===== src/rtl/overheat_annunciator.sv =====
// ============================================================================
// Module  : overheat_annunciator
// Brief   : Debounced engine overheat annunciator with lamps, horn, blinking
//           master warning and timed one-shot extinguisher discharge.
// Revision: 1.0 - initial release
// ============================================================================
`default_nettype none

module overheat_annunciator #(
  parameter int DEBOUNCE_CYC = 4,
  parameter int BLINK_HALF   = 8,
  parameter int ACK_TIMEOUT  = 32,
  parameter int CNT_W        = 8
) (
  input  logic       clk,
  input  logic       rst_n,
  input  logic       eng1o,
  input  logic       eng2o,
  input  logic       emergencySignal,
  input  logic       ack,
  output logic       lamp1,
  output logic       lamp2,
  output logic       master_warn,
  output logic       horn,
  output logic       ext1_fire,
  output logic       ext2_fire,
  output logic [1:0] state
);

  typedef enum logic [1:0] {
    S_IDLE      = 2'd0,
    S_ALERT     = 2'd1,
    S_DISCHARGE = 2'd2,
    S_ACKED     = 2'd3
  } state_t;

  localparam logic [CNT_W-1:0] c_deb_last   = CNT_W'(DEBOUNCE_CYC - 1);
  localparam logic [CNT_W-1:0] c_blink_last = CNT_W'(BLINK_HALF - 1);
  localparam logic [CNT_W-1:0] c_tmo_last   = CNT_W'(ACK_TIMEOUT - 1);

  // Bit order: 0 = engine 1, 1 = engine 2, 2 = dual-engine emergency
  logic [2:0] w_raw;
  logic [2:0] w_deb;

  assign w_raw = {emergencySignal, eng2o, eng1o};

  generate
    for (genvar gi = 0; gi < 3; gi++) begin : g_deb
      logic [CNT_W-1:0] r_cnt;
      logic             r_q;

      always_ff @(posedge clk or negedge rst_n) begin
        if (!rst_n) begin
          r_cnt <= '0;
          r_q   <= 1'b0;
        end else if (w_raw[gi] == r_q) begin
          r_cnt <= '0;
        end else if (r_cnt == c_deb_last) begin
          r_q   <= w_raw[gi];
          r_cnt <= '0;
        end else begin
          r_cnt <= r_cnt + 1'b1;
        end
      end

      assign w_deb[gi] = r_q;
    end
  endgenerate

  logic w_d1;
  logic w_d2;
  logic w_de;
  logic w_any;
  logic w_rearm;
  logic w_to_idle;

  state_t           r_state;
  state_t           w_next;
  logic [CNT_W-1:0] r_tmo;
  logic [CNT_W-1:0] r_bcnt;
  logic             r_phase;
  logic             r_lamp1;
  logic             r_lamp2;
  logic             r_fired1;
  logic             r_fired2;

  assign w_d1  = w_deb[0];
  assign w_d2  = w_deb[1];
  assign w_de  = w_deb[2];
  assign w_any = w_d1 | w_d2 | w_de;

  // A debounced alarm whose lamp is not yet latched is a new event
  assign w_rearm   = ((w_d1 | w_de) & ~r_lamp1) | ((w_d2 | w_de) & ~r_lamp2);
  assign w_to_idle = (r_state == S_ACKED) && !w_any;

  always_comb begin
    w_next      = r_state;
    horn        = 1'b0;
    master_warn = 1'b0;
    ext1_fire   = 1'b0;
    ext2_fire   = 1'b0;
    case (r_state)
      S_IDLE: begin
        if (w_any) w_next = S_ALERT;
      end
      S_ALERT: begin
        horn        = 1'b1;
        master_warn = r_phase;
        if (ack) begin
          w_next = S_ACKED;
        end else if (r_tmo == c_tmo_last) begin
          w_next = S_DISCHARGE;
        end
      end
      S_DISCHARGE: begin
        horn        = 1'b1;
        master_warn = 1'b1;
        ext1_fire   = r_lamp1 & ~r_fired1;
        ext2_fire   = r_lamp2 & ~r_fired2;
        w_next      = S_ACKED;
      end
      S_ACKED: begin
        master_warn = 1'b1;
        if (!w_any) begin
          w_next = S_IDLE;
        end else if (w_rearm) begin
          w_next = S_ALERT;
        end
      end
      default: begin
        w_next = S_IDLE;
      end
    endcase
  end

  always_ff @(posedge clk or negedge rst_n) begin
    if (!rst_n) begin
      r_state <= S_IDLE;
    end else begin
      r_state <= w_next;
    end
  end

  // Timeout and blink phase run only while in ALERT, so every entry restarts them
  always_ff @(posedge clk or negedge rst_n) begin
    if (!rst_n) begin
      r_tmo   <= '0;
      r_bcnt  <= '0;
      r_phase <= 1'b1;
    end else if (r_state != S_ALERT) begin
      r_tmo   <= '0;
      r_bcnt  <= '0;
      r_phase <= 1'b1;
    end else begin
      r_tmo <= r_tmo + 1'b1;
      if (r_bcnt == c_blink_last) begin
        r_bcnt  <= '0;
        r_phase <= ~r_phase;
      end else begin
        r_bcnt <= r_bcnt + 1'b1;
      end
    end
  end

  always_ff @(posedge clk or negedge rst_n) begin
    if (!rst_n) begin
      r_lamp1  <= 1'b0;
      r_lamp2  <= 1'b0;
      r_fired1 <= 1'b0;
      r_fired2 <= 1'b0;
    end else if (w_to_idle) begin
      r_lamp1  <= 1'b0;
      r_lamp2  <= 1'b0;
      r_fired1 <= 1'b0;
      r_fired2 <= 1'b0;
    end else begin
      r_lamp1  <= r_lamp1 | w_d1 | w_de;
      r_lamp2  <= r_lamp2 | w_d2 | w_de;
      r_fired1 <= r_fired1 | ext1_fire;
      r_fired2 <= r_fired2 | ext2_fire;
    end
  end

  assign lamp1 = r_lamp1;
  assign lamp2 = r_lamp2;
  assign state = r_state;

endmodule

`default_nettype wire

===== config.mk =====
export PLATFORM = sky130hd
export DESIGN_NAME = overheat_annunciator
export DESIGN_NICKNAME = d
export VERILOG_FILES = /design/src/rtl/overheat_annunciator.sv
export SDC_FILE = /design/constraint.sdc
export NUM_CORES = 1
export LEC_CHECK = 0
export CAP_MARGIN = 10
export CORE_MARGIN = 10
export CORE_UTILIZATION = 45
export CTS_BUF_LIST = sky130_fd_sc_hd__clkbuf_8
export CTS_CLUSTER_DIAMETER = 200
export DETAILED_ROUTE_END_ITERATION = 7
export PLACE_DENSITY = 0.6
export SKIP_LAST_GASP = 1
export SYNTH_ARGS = -nofsm -noshare
export SYNTH_HDL_FRONTEND = slang
export SYNTH_SLANG_ARGS = --single-unit

===== constraint.sdc =====
create_clock -name clk -period 1.8 [get_ports clk]
set_input_delay 0.18 -clock clk [delete_from_list [all_inputs] [get_ports clk]]
set_output_delay 0.18 -clock clk [all_outputs]
set_load 0.02 [all_outputs]

==> reports/qor.yml <==
global_routing:
  grt_pass1_vias: 1597
  antenna_found_initial: 0
  grt_pass1_wl_um: 7270
  grt_max_degree: 25
  grt-ovfl-total: 0
  grt_util_all_layers_pct: 10.4
worst_setup_path:
  max_stage_delay_ps: 410
  worstPathRequired_ps: 1620
  worst_setup_path_end_kind: "primary output"
  reg2reg_depth: 4
  path_class: "reg -> out"
  reg2reg_to: "state[1]"
  crit_fanout: 4
  rrSetupSlack_ps: 170
  crit_path_cell_trace: "inv_1, buf_4, ha_1, clkdlybuf4s15_1"
  crit_path_top_delay_cell: "dfrtp_1"
  start_kind: "flop"
  timing.rr.start: "lamp2"
  cp.arrival_ps: 1530
yosys:
  ys.flop_type: "dfrtp_1"
  ys_types: 34
  synth_fa_ha_area_share_pct: 5.33
  synth_nets: 235
  postSynthAreaPerCell_um2: 10.7
  synthArstFlopShare_pct: 100
  synthCells: 219
  ys_seq_area_share_pct: 53.4
  synth_top_family_by_area: "simple AND/OR/NAND/NOR gates"
  synth_compound_area_share_pct: 3.36
  synthSimpleGateAreaFrac_pct: 22.0
  ys_ff_latch: 50
  synth-xor-area-share_pct: 12.3
  synth_edf_count: 0
  synth_area_um2: 2350
  yosysWarningCount: 0
  synthMuxAreaShare_pct: 2.51
floorplan:
  dieHeight_um: 92.2
  die_area_um2: 8500
  dieWidth_um: 92.2
  initial_core_util_pct: 46.3
  coreArea_um2: 5070
  io_pins: 14
  std_cell_rows: 26
sta:
  hold_viol: 0
  rsz0062_at_grt: "no"
  period_needed_ps: 1710
  final.period_utilization_pct: 94.9
  tightest_slew_ps: 345
  slew_headroom_pct: 76.4
  tns_ps: 0
  setup_viol: 0
  slew_violations: 0
  fin_skew_ps: 10.1
  max_freq_mhz: 586
outcome:
  status: "completed"
cts:
  clk-insertion-delay-late_ps: 300
  cts_max_path_buffers: 2
  cts_setup_buffers: 0
  cts.sink_count: 50
  cts.clk_slew.worst_paths_ps: 100
  htreeDepth: 2
  cts_buffers: 5
  cts-root-buf: "clkbuf_8"
  cts_tree: "yes"
detailed_routing:
  wirelength_um: 4060
  wire_per_inst_um: 12.9
  first_iter_violations: 69
  vias_per_cell: 4.88
  drc_errors: 0
  firstDrtPassIters: 4
  ant_nets: 0
  dr_total_vias: 1538
placement:
  globalplace.congestion: 0.782
  dp_hpwl_um: 3000
  portBuffers: 13
  dpl_cell_area_um2: 2590
power:
  p_leak_nw: 1.26
  power.density_nw_per_um2: 1290
  finalPower_mw: 3.49
  ir_drop_v: 0.000734
hold_path:
  hold_class: "in -> async"
layout:
  final_net_count: 260
  syn_to_final_growth_pct: 15.2
  layout_commonest_cell: "dfrtp_1"
  post-route-util_pct: 53.3
  final_cell_mix: "49 x dfrtp_1, 34 x nor2_1, 22 x xor2_1"
  fillCellCount: 467
  layout-drive-gt1-share_pct: 10.6
  diodes: 0
  final_cell_area_um2: 2710
flow_run:
  maxCapViolations: 0
flip-flops by register name, indices dropped and copies added (netlist names):
name         flops
lamp2            1
r_bcnt           8
lamp1            1
state            2
r_fired1         1
r_phase          1
r_fired2         1
g_deb.r_cnt     24
r_tmo            8
g_deb.r_q        3
power by group:
part	switching, mW	internal, mW	total [mW]
Combinational	0.649	0.544	1.19
Clock	0.365	0.389	0.754
Sequential	0.223	1.32	1.54
Total	1.24	2.25	3.49
through the flow:
step                      std cells  hold slack (ps)  worst slack (ps)
after CTS                       315              313             -68.0
final                           315              303              92.2
after floorplan                 219             -116               112
after global placement          306              100               102
after global routing            315              341              4.63
after detailed placement        306             98.6              49.3
kinds of logic after synthesis:
logic type,after synthesis
DFF,50
AOI/OAI and AO/OA,11
muxes,5
adders and majority gates,10
and+or+nand+nor,105
xor gates and xnor gates,33
buffers and inverters,5
what timing repair did:
item,in CTS,in global routing
endpoints found under the setup margin,4,5
hold buffers,1,0
resized for setup,4,10
hold endpoints to repair,13,0
pin swaps,0,0
gates cloned,0,0
cell usage after synthesis (all sizes together) (3+ instances only):
master  count  share of area (%)
and2       11                2.9
and3       11                2.9
dfrtp      49                 52
ha         10                5.3
inv         3               0.48
mux2        4                2.1
nand2      13                2.1
nand3      18                3.8
nor2       34                5.4
nor3        6                1.3
xnor2      11                4.1
xor2       22                8.2
worst max-delay path: cells and delay by family (launching register included):
| kind | cells | cell delay (ps) |
|---|---|---|
| buffers and inverters | 3 | 510 |
| flip-flops | 1 | 410 |
| adder cells (fa/ha/maj) | 1 | 300 |
final cells by class:
class / count / area [µm²] / share of cell area [%]
inverters: 3 / 11.3 / 0.416
clock buffers: 8 / 110 / 4.07
repair buffers: 20 / 165 / 6.11
well taps: 70 / 87.6 / 3.24
multi-input cells: 164 / 1080 / 39.9
flip-flops and latches: 50 / 1250 / 46.3
worst max path at each step:
stage | from | endpoint | slack [ps] | depth (start not counted)
floorplan | state[1] | state[1] | 110 | 6
global placement | state[0] | ext2_fire | 100 | 5
detailed placement | state[1] | master_warn | 50 | 5
CTS | state[1] | master_warn | -70 | 5
global route | state[1] | state[1] | 5 | 6
finish | state[0] | horn | 90 | 4
routing by layer:
layer  routed length (µm)  track usage (%)  vias to the layer above
li1                     -                -                      790
met1                 2030             13.2                      735
met2                 1870             16.5                        9
met3                  120             2.93                        4
met4                   40             3.47                        0
met5                    0                0                        -
(Power assumes the default switching activity.)
